[src/rtl/output_buffer_logic_pkg.sv]
`default_nettype none
// ============================================================================
//  Module      : RouterPkg
//  Description : Shared types and constants for the node output buffer:
//                packet type, bytes per packet and serializer FSM states.
//  Revision    : 1.0 - initial release
// ============================================================================
package RouterPkg;

    // Whole packet as seen by the router core; element 3 goes out first.
    typedef logic [3:0][7:0] pkt_t;

    localparam int BYTES_PER_PKT = 4;

    typedef enum logic [0:0] {
        IDLE = 1'b0,
        SEND = 1'b1
    } obuf_state_t;

endpackage
`default_nettype wire

[src/rtl/output_buffer_logic_pkt_fifo.sv]
`default_nettype none
// ============================================================================
//  Module      : pkt_fifo
//  Description : Small packet FIFO. The head entry is presented directly
//                from storage on rd_data; rd_en pops it. Writes while full
//                are ignored, even when a pop happens on the same edge.
//  Revision    : 1.0 - initial release
// ============================================================================
module pkt_fifo
    import RouterPkg::*;
#(
    parameter int DEPTH = 2
) (
    input  logic clock,
    input  logic reset_n,
    input  logic wr_en,
    input  pkt_t wr_data,
    input  logic rd_en,
    output pkt_t rd_data,
    output logic full,
    output logic empty
);

    localparam int AW = (DEPTH > 1) ? $clog2(DEPTH) : 1;
    localparam int CW = $clog2(DEPTH) + 1;

    pkt_t            r_mem [DEPTH];
    logic [AW-1:0]   r_wr_ptr;
    logic [AW-1:0]   r_rd_ptr;
    logic [CW-1:0]   r_count;
    logic            w_push;
    logic            w_pop;

    assign full    = (r_count == CW'(DEPTH));
    assign empty   = (r_count == '0);
    assign w_push  = wr_en & ~full;
    assign w_pop   = rd_en & ~empty;
    assign rd_data = r_mem[r_rd_ptr];

    // Pointers and occupancy; DEPTH is a power of two so pointers wrap naturally.
    always_ff @(posedge clock or negedge reset_n) begin
        if (!reset_n) begin
            r_wr_ptr <= '0;
            r_rd_ptr <= '0;
            r_count  <= '0;
        end else begin
            if (w_push) begin
                r_wr_ptr <= r_wr_ptr + 1'b1;
            end
            if (w_pop) begin
                r_rd_ptr <= r_rd_ptr + 1'b1;
            end
            case ({w_push, w_pop})
                2'b10:   r_count <= r_count + 1'b1;
                2'b01:   r_count <= r_count - 1'b1;
                default: r_count <= r_count;
            endcase
        end
    end

    // Packet storage; contents need no reset because occupancy gates every read.
    always_ff @(posedge clock) begin
        if (w_push) begin
            r_mem[r_wr_ptr] <= wr_data;
        end
    end

endmodule
`default_nettype wire

[src/rtl/output_buffer_logic.sv]
`default_nettype none
// ============================================================================
//  Module      : output_buffer_logic
//  Description : Transmit-side node buffer. Queues 32-bit packets from the
//                router and serializes each one MSB byte first over four
//                consecutive strobed cycles, with at least one idle cycle
//                between packets.
//                Optional macro OUTBUF_STATS_EN adds pkts_sent (wrapping)
//                and pkts_dropped (saturating) counters.
//  Revision    : 1.0 - initial release
// ============================================================================
module output_buffer_logic
    import RouterPkg::*;
#(
    parameter int DEPTH = 2
) (
    input  logic        clock,
    input  logic        reset_n,
    input  pkt_t        packet_in,
    input  logic        packet_valid,
    output logic        buffer_full,
    input  logic        node_free,
    output logic        put_outbound,
    output logic [7:0]  payload_outbound,
    output logic        sending
`ifdef OUTBUF_STATS_EN
    ,
    output logic [15:0] pkts_sent,
    output logic [15:0] pkts_dropped
`endif
);

    localparam int                    BYTE_IDX_W = $clog2(BYTES_PER_PKT);
    localparam logic [BYTE_IDX_W-1:0] IDX_FIRST  = BYTE_IDX_W'(BYTES_PER_PKT - 1);

    obuf_state_t            r_state;
    logic [BYTE_IDX_W-1:0]  r_byte_idx;
    logic                   r_put;
    logic [7:0]             r_payload;
    pkt_t                   w_head;
    logic                   w_fifo_empty;
    logic                   w_pop;

    // The index wraps from 0 back to IDX_FIRST once head[0] is on the wire,
    // so SEND with IDX_FIRST marks the edge that closes the packet.
    assign w_pop = (r_state == SEND) && (r_byte_idx == IDX_FIRST);

    pkt_fifo #(
        .DEPTH (DEPTH)
    ) u_pkt_fifo (
        .clock   (clock),
        .reset_n (reset_n),
        .wr_en   (packet_valid),
        .wr_data (packet_in),
        .rd_en   (w_pop),
        .rd_data (w_head),
        .full    (buffer_full),
        .empty   (w_fifo_empty)
    );

    // Serializer FSM: launch on a queued packet when the node is free, then
    // walk the byte index down and pop the head once the last byte is sent.
    always_ff @(posedge clock or negedge reset_n) begin
        if (!reset_n) begin
            r_state    <= IDLE;
            r_byte_idx <= IDX_FIRST;
            r_put      <= 1'b0;
            r_payload  <= 8'h00;
        end else begin
            case (r_state)
                IDLE: begin
                    if (!w_fifo_empty && node_free) begin
                        r_state    <= SEND;
                        r_put      <= 1'b1;
                        r_payload  <= w_head[IDX_FIRST];
                        r_byte_idx <= IDX_FIRST - 1'b1;
                    end
                end
                SEND: begin
                    if (w_pop) begin
                        r_state    <= IDLE;
                        r_put      <= 1'b0;
                        r_payload  <= 8'h00;
                        r_byte_idx <= IDX_FIRST;
                    end else begin
                        r_payload  <= w_head[r_byte_idx];
                        r_byte_idx <= r_byte_idx - 1'b1;
                    end
                end
                default: begin
                    r_state    <= IDLE;
                    r_put      <= 1'b0;
                    r_payload  <= 8'h00;
                    r_byte_idx <= IDX_FIRST;
                end
            endcase
        end
    end

    assign put_outbound     = r_put;
    assign payload_outbound = r_payload;
    assign sending          = (r_state == SEND);

`ifdef OUTBUF_STATS_EN
    logic [15:0] r_pkts_sent;
    logic [15:0] r_pkts_dropped;

    // Sent count wraps; drop count sticks at all-ones.
    always_ff @(posedge clock or negedge reset_n) begin
        if (!reset_n) begin
            r_pkts_sent    <= 16'h0000;
            r_pkts_dropped <= 16'h0000;
        end else begin
            if (w_pop) begin
                r_pkts_sent <= r_pkts_sent + 16'h0001;
            end
            if (packet_valid && buffer_full && (r_pkts_dropped != 16'hFFFF)) begin
                r_pkts_dropped <= r_pkts_dropped + 16'h0001;
            end
        end
    end

    assign pkts_sent    = r_pkts_sent;
    assign pkts_dropped = r_pkts_dropped;
`endif

endmodule
`default_nettype wire
[config.mk]
export PLATFORM = sky130hd
export DESIGN_NAME = output_buffer_logic
export DESIGN_NICKNAME = d
export VERILOG_FILES = /design/src/rtl/output_buffer_logic_pkg.sv /design/src/rtl/output_buffer_logic_pkt_fifo.sv /design/src/rtl/output_buffer_logic.sv
export SDC_FILE = /design/constraint.sdc
export NUM_CORES = 1
export LEC_CHECK = 0
export ABC_AREA = 1
export CAP_MARGIN = 20
export CORE_AREA = 2 2 84 86
export CTS_BUF_LIST = sky130_fd_sc_hd__clkbuf_4
export DETAILED_ROUTE_END_ITERATION = 6
export DIE_AREA = 0 0 86 88
export PLACE_DENSITY = 0.77
export SYNTH_ARGS = -nofsm -noshare
export SYNTH_HDL_FRONTEND = slang
export SYNTH_SLANG_ARGS = --single-unit
[constraint.sdc]
create_clock -name clock -period 4.91 [get_ports clock]
set_clock_uncertainty 0.2 [all_clocks]
set_input_delay 1.2275 -clock clock [delete_from_list [all_inputs] [get_ports clock]]
set_output_delay 1.2275 -clock clock [all_outputs]
set_load 0.005 [all_outputs]
==> impl_metrics.py <==
metrics = {
    "global_routing": {
        "grt_pass1_wl_mm": 11.0,
        "overflow": 0,
        "antenna_found_initial": 0,
        "grt_max_degree": 33,
        "grt_pass1_vias": 2335,
        "grt.total_usage_pct": 19.6,
    },
    "power": {
        "cellLeakagePower_nw": 1.78,
        "ir_drop_mv": 0.242,
        "pwr_density_cell_mw_per_mm2": 575,
    },
    "timing": {
        "finalWorstSetupSlack_ns": 1.94,
        "setup_viol": 0,
        "fmax_mhz": 337,
        "rsz0062_at_grt": "false",
        "drv_slew": 0,
        "tightestPinTransition_ns": 0.731,
        "finalHoldViolCount": 0,
        "period_share_pct": 60.5,
        "slew_headroom_pct": 51.1,
        "min_period_ns": 2.97,
        "finalSetupTns_ns": 0,
    },
    "detailed_routing": {
        "dr.first_iter.drc_count": 219,
        "wl_per_cell_um": 14.7,
        "vias": 2404,
        "wl_mm": 6.85,
        "vias_per_cell": 5.17,
        "drt_pass1_iterations": 4,
        "drc": 0,
        "ant_nets": 0,
    },
    "setup_path": {
        "path_cells": "nor2_1 > clkdlybuf4s50_1",
        "reg2reg_slack_ns": 2.48,
        "critPathMaxFanout": 7,
        "worstSetupStartpointType": "flip-flop",
        "crit_type": "reg -> out",
        "cp-end-kind": "primary output",
        "reg2regPathDepth": 7,
        "critPathTopFamily": "flip-flops",
        "cp.depth": 2,
        "critPathMaxStageDelay_ns": 0.50,
        "r2r_end": "u_pkt_fifo.r_count[1]$_DFFE_PN0P_",
        "critical_path_required_ns": 3.48,
        "r2r_start": "r_byte_idx[0]$_DFFE_PN1P_",
        "crit_end": "buffer_full",
        "cp_data_arrival_time_ns": 1.54,
        "crit_start": "u_pkt_fifo.r_count[0]$_DFFE_PN0P_",
        "crit_buf_inv": 1,
        "worst_path_max_delay_cell": "dfrtp_1",
    },
    "floorplan": {
        "die_y_um": 88,
        "fp.dieArea_mm2": 0.00757,
        "start_util_pct": 53.0,
        "coreArea_mm2": 0.00664,
        "die_width_um": 86,
        "pin_count": 47,
        "rows": 30,
    },
    "cells_and_area": {
        "insertedDiodeCount": 0,
        "syn2layout_area_growth_pct": 17.6,
        "fillCellCount": 533,
        "nets": 418,
        "design_area_mm2": 0.00414,
        "final_layout_size_suffix_gt1_share_pct": 9.87,
    },
    "clocking": {
        "insertion_delay_ns": 0.43,
        "path_clk_slew_ns": 0.11,
        "ctsHoldBuffers": 0,
        "cts_tree": "done",
        "clock-root-buffer": "clkbuf_4",
        "cts_setup_buffers": 0,
        "cts-htree-levels": 3,
        "cts_resized": 0,
        "clockBufferDepth": 2,
        "cts_made_buffers": 9,
        "cts.sinks": 80,
    },
    "synthesis": {
        "syn_nets": 371,
        "yosys.area_share.adder_pct": 0.711,
        "yosysUniqueCellTypes": 27,
        "yosys.area_share.simple_pct": 21.9,
        "synth_top_family_by_area": "simple AND/OR/NAND/NOR gates",
        "avgSynthCellArea_um2": 10.6,
        "ys_seq_area_share_pct": 66.0,
        "synth_mux_area_share_pct": 0,
        "synth-seq-cells": 80,
        "synth-compound-area-share_pct": 1.71,
        "ys_warn_count": 0,
        "synth-xor-area-share_pct": 0.995,
        "syn_area_mm2": 0.00352,
        "synthCells": 333,
    },
    "placed_design": {
        "place_area_mm2": 0.00401,
        "pre_cts_slack_ns": 2.00,
        "dpl.hpwl_mm": 4.45,
        "gp_congestion": 0.807,
        "port_buffers": 46,
    },
    "job": {
        "max_cap_violations": 0,
    },
    "worst_hold_path": {
        "hold_class": "reg -> reg",
    },
    "outcome": {
        "status": "complete, no violations",
    },
}
==> how the worst min path moves through the flow <==
| stage | from | to | slack [ns] | depth (start not counted) |
|---|---|---|---|---|
| after global placement | put_outbound$_DFFE_PN0P_ | put_outbound$_DFFE_PN0P_ | 0.27 | 1 |
| after global routing | put_outbound$_DFFE_PN0P_ | put_outbound$_DFFE_PN0P_ | 0.32 | 1 |
| final | put_outbound$_DFFE_PN0P_ | put_outbound$_DFFE_PN0P_ | 0.30 | 1 |
| after CTS | put_outbound$_DFFE_PN0P_ | put_outbound$_DFFE_PN0P_ | 0.31 | 1 |
| after detailed placement | put_outbound$_DFFE_PN0P_ | put_outbound$_DFFE_PN0P_ | 0.28 | 1 |
| after floorplan | put_outbound$_DFFE_PN0P_ | put_outbound$_DFFE_PN0P_ | 0.29 | 1 |
==> layout by cell type (no fill, tap or decap), drive strengths merged <==
master and instances:
edfxtp 64, clkinv 5, clkdlybuf4s50 46, nand3 56
inv 46, xor2 3, clkbuf 11, nor2 8
buf 3, xnor2 1, nand2 115, dfstp 2
bufinv 1, a21oi 2, o21ai 4, dfrtp 14
a22oi 1, ha 2, o21a 1
==> registers in the layout, summed over array words and instances (netlist names) <==
| signal | cells |
|---|---|
| u_pkt_fifo.r_wr_ptr | 1 |
| r_byte_idx | 2 |
| put_outbound | 1 |
| sending | 1 |
| payload_outbound | 8 |
| u_pkt_fifo.r_count | 2 |
| u_pkt_fifo.r_rd_ptr | 1 |
| u_pkt_fifo.r_mem | 64 |
==> synth_stat cells (all sizes together) <==
library cell	number	area share, %
inv	46	5.1
o21ai	4	1.0
nand2	115	13
clkinv	1	0.11
nor2	8	1.2
o21a	1	0.21
xor2	3	0.75
dfrtp	14	10
a21oi	2	0.28
edfxtp	64	55
a22oi	1	0.21
xnor2	1	0.25
buf	13	3.5
ha	2	0.71
dfstp	2	1.5
nand3	56	8.0
==> metal layers <==
layer | GRT usage [%] | up-vias | wire, um
met5 | 0 | - | 0
met4 | 8.37 | 0 | 140
met3 | 5.84 | 12 | 476
met2 | 31.4 | 88 | 3380
met1 | 24.9 | 1125 | 2850
li1 | - | 1179 | -
==> metrics by stage <==
| stage | cells | hold slack [ns] | power [mW] | utilization (%) |
|---|---|---|---|---|
| floorplan | 333 | 0.288 | 1.74 | - |
| global placement | 448 | 0.272 | 1.95 | 59.9 |
| detailed placement | 449 | 0.280 | 2.02 | 60.3 |
| CTS | 465 | 0.306 | 2.40 | 62.3 |
| global route | 465 | 0.318 | 2.55 | 62.3 |
| finish | 465 | 0.302 | 2.38 | 62.3 |
==> cell families after synthesis <==
family	after synthesis
fa+ha+maj	2
simple gates	179
flops	80
xor+xnor	4
compound gates	8
buf+inv	60
==> report_power, final <==
| group | switching, mW | internal (mW) | leakage, nW |
|---|---|---|---|
| logic | 0.541 | 0.356 | 0.917 |
| registers | 0.145 | 0.954 | 0.784 |
| clock network | 0.220 | 0.164 | 0.0804 |
==> final cells by class <==
class | instances | area [um^2] | share of cell area (%)
inverters | 47 | 184 | 4.44
multi-input cells | 193 | 895 | 21.6
clock inverters | 5 | 50.0 | 1.21
flip-flops and latches | 80 | 2320 | 56.2
repair buffers | 49 | 503 | 12.2
clock buffers | 11 | 82.6 | 2.00
well taps | 80 | 100 | 2.42
Power figures use the tool's default switching activity.
==> patch: new RTL, same settings <==
Set the package constant `BYTES_PER_PKT` to 2 (it was 4).
--- a/src/rtl/output_buffer_logic_pkg.sv
+++ b/src/rtl/output_buffer_logic_pkg.sv
@@ -12,3 +12,3 @@
 
-    localparam int BYTES_PER_PKT = 4;
+    localparam int BYTES_PER_PKT = 2;
 
Function: changed (Yosys sat finds a counterexample within 4 cycles, from zero or initial values and one cycle with reset_n low).
==> patch against the original RTL <==
- fmax up 3.3%
- highest routed layer unchanged
- register-to-register slack improved by 710 ps
- final area decreased by 41%
- final cell count is 33% lower
- routed wire length fell by 48%
- largest power group unchanged
- hold slack lost 7.8 ps
- sequential cell count is 33 lower
- power fell by 45%
- setup slack better by 96 ps
- synthesized area down 43%
==> patch: results (changes against the original RTL) <==
status=complete, no violations; worst reg2reg path depth=6 (-1); WP data arrival=1440 ps (-100 ps); Post-synth ARST share=0.319 (+0.119); CP max FO=5 (-2); share of cells above drive strength 1=0.135 (+0.0361); DRT iter0 DRCs=43 (-80%); Worst R2R End=u_pkt_fifo.r_count[1]; most frequent cells after synthesis=62 x nand2_1, 32 x edfxtp_1, 27 x nand3_1; Clock Latency Late Sink=360 ps (-70 ps); reg2reg start=r_byte_idx; vias in the first global route=1310 (-44%); port bufs=30 (-35%); beginning of the worst hold path=r_byte_idx; Initial DRT Pass Iterations=5 (+1); Hold Crit Depth=2 (+1); largest net degree at the start of global routing=22 (-33%); max FFs per register=32 (-50%); sequential area share after synthesis=0.666 (+0.00619); syn_nets=232 (-37%); pre-CTS WS=2170 ps (+173 ps); Routed wire per std cell=11.5 microns (-22%); All-Layer GR Usage=0.104 (-0.0917); Post-CTS Hold Fix Bufs=0 (unchanged); r2r setup slk=3190 ps (+710 ps); DP Area=2390 sq um (-40%); WHS=295 ps (-7.76 ps); fill cell count=663 (+24%); RD Place Congestion=0.703 (-13%); clock slew at the register clock pins of the worst setup and hold paths=130 ps (+20 ps); delay-heaviest family, CP=buffers and inverters; # nets final=266 (-36%); ranking of synthesized cells by area=edfxtp_1 48%, dfrtp_1 17%, nand2_1 12%; Crit-path slowest cell=clkdlybuf4s50_1; first-pass GRT wire length=5960 microns (-46%); Reg area=1340 sq um (-42%); Slew @ Worst Pin=672 ps (-59.2 ps); Post-DP HPWL=2470 microns (-45%); VDD IR max=0.215 mV (-11%); drt via density=4.31 (-17%); Leak=1.10 nW (-38%); Hold Path Sink=r_byte_idx; CTS HTree Levels=2 (-1)
[patch: metal layers]
metal / GRT usage / wire (microns) / share of wire
met3: 0.0339 / 198 / 0.055
met5: 0 / 0 / 0
met4: 0.0404 / 59 / 0.017
met2: 0.185 / 1840 / 0.51
met1: 0.115 / 1480 / 0.41
[patch: tightest hold or removal path, delay by kind of cell (launching register included)]
family / cells / cell delay (ps)
flip-flops: 1 / 410
AND/OR/NAND/NOR: 2 / 100
[patch: worst max-delay path by stage]
stage,startpoint,slack [ps],endpoint,cells past startpoint
finish,u_pkt_fifo.r_count[0],2040,buffer_full,2
global route,u_pkt_fifo.r_count[0],1940,buffer_full,2
CTS,u_pkt_fifo.r_count[0],2010,buffer_full,2
detailed placement,packet_valid,2170,u_pkt_fifo.r_count[1],6
global placement,packet_valid,2210,u_pkt_fifo.r_count[1],6
floorplan,packet_valid,2320,u_pkt_fifo.r_mem[1][0],2
[patch: metrics by stage]
stage / power [mW] / std cells
after CTS: 1.33 / 310
after global routing: 1.43 / 310
after floorplan: 0.975 / 195
after detailed placement: 1.16 / 302
after global placement: 1.14 / 302
final: 1.31 / 310
[patch: kinds of logic (layout without fill, tap and decap cells)]
family | count (synthesis) | after routing | synth area share
simple gates | 96 | 96 | 0.206
fa+ha+maj | 1 | 1 | 0.00623
compound gates | 3 | 3 | 0.0112
buf+inv | 44 | 79 | 0.0923
flops | 47 | 47 | 0.666
xor+xnor | 4 | 4 | 0.0175
[patch: where the power goes]
| part | total [mW] | internal, mW | switching (mW) |
|---|---|---|---|
| clock | 0.174 | 0.0599 | 0.114 |
| combinational | 0.496 | 0.215 | 0.281 |
| sequential | 0.643 | 0.562 | 0.0809 |
| total | 1.31 | 0.837 | 0.476 |
[patch: layout make-up]
type / count / area share
multi-input combinational: 104 / 0.198
sequential: 47 / 0.548
clock inverter: 2 / 0.00359
inverter: 39 / 0.0615
timing repair buffer: 32 / 0.129
tap: 80 / 0.0410
clock buffer: 6 / 0.0185
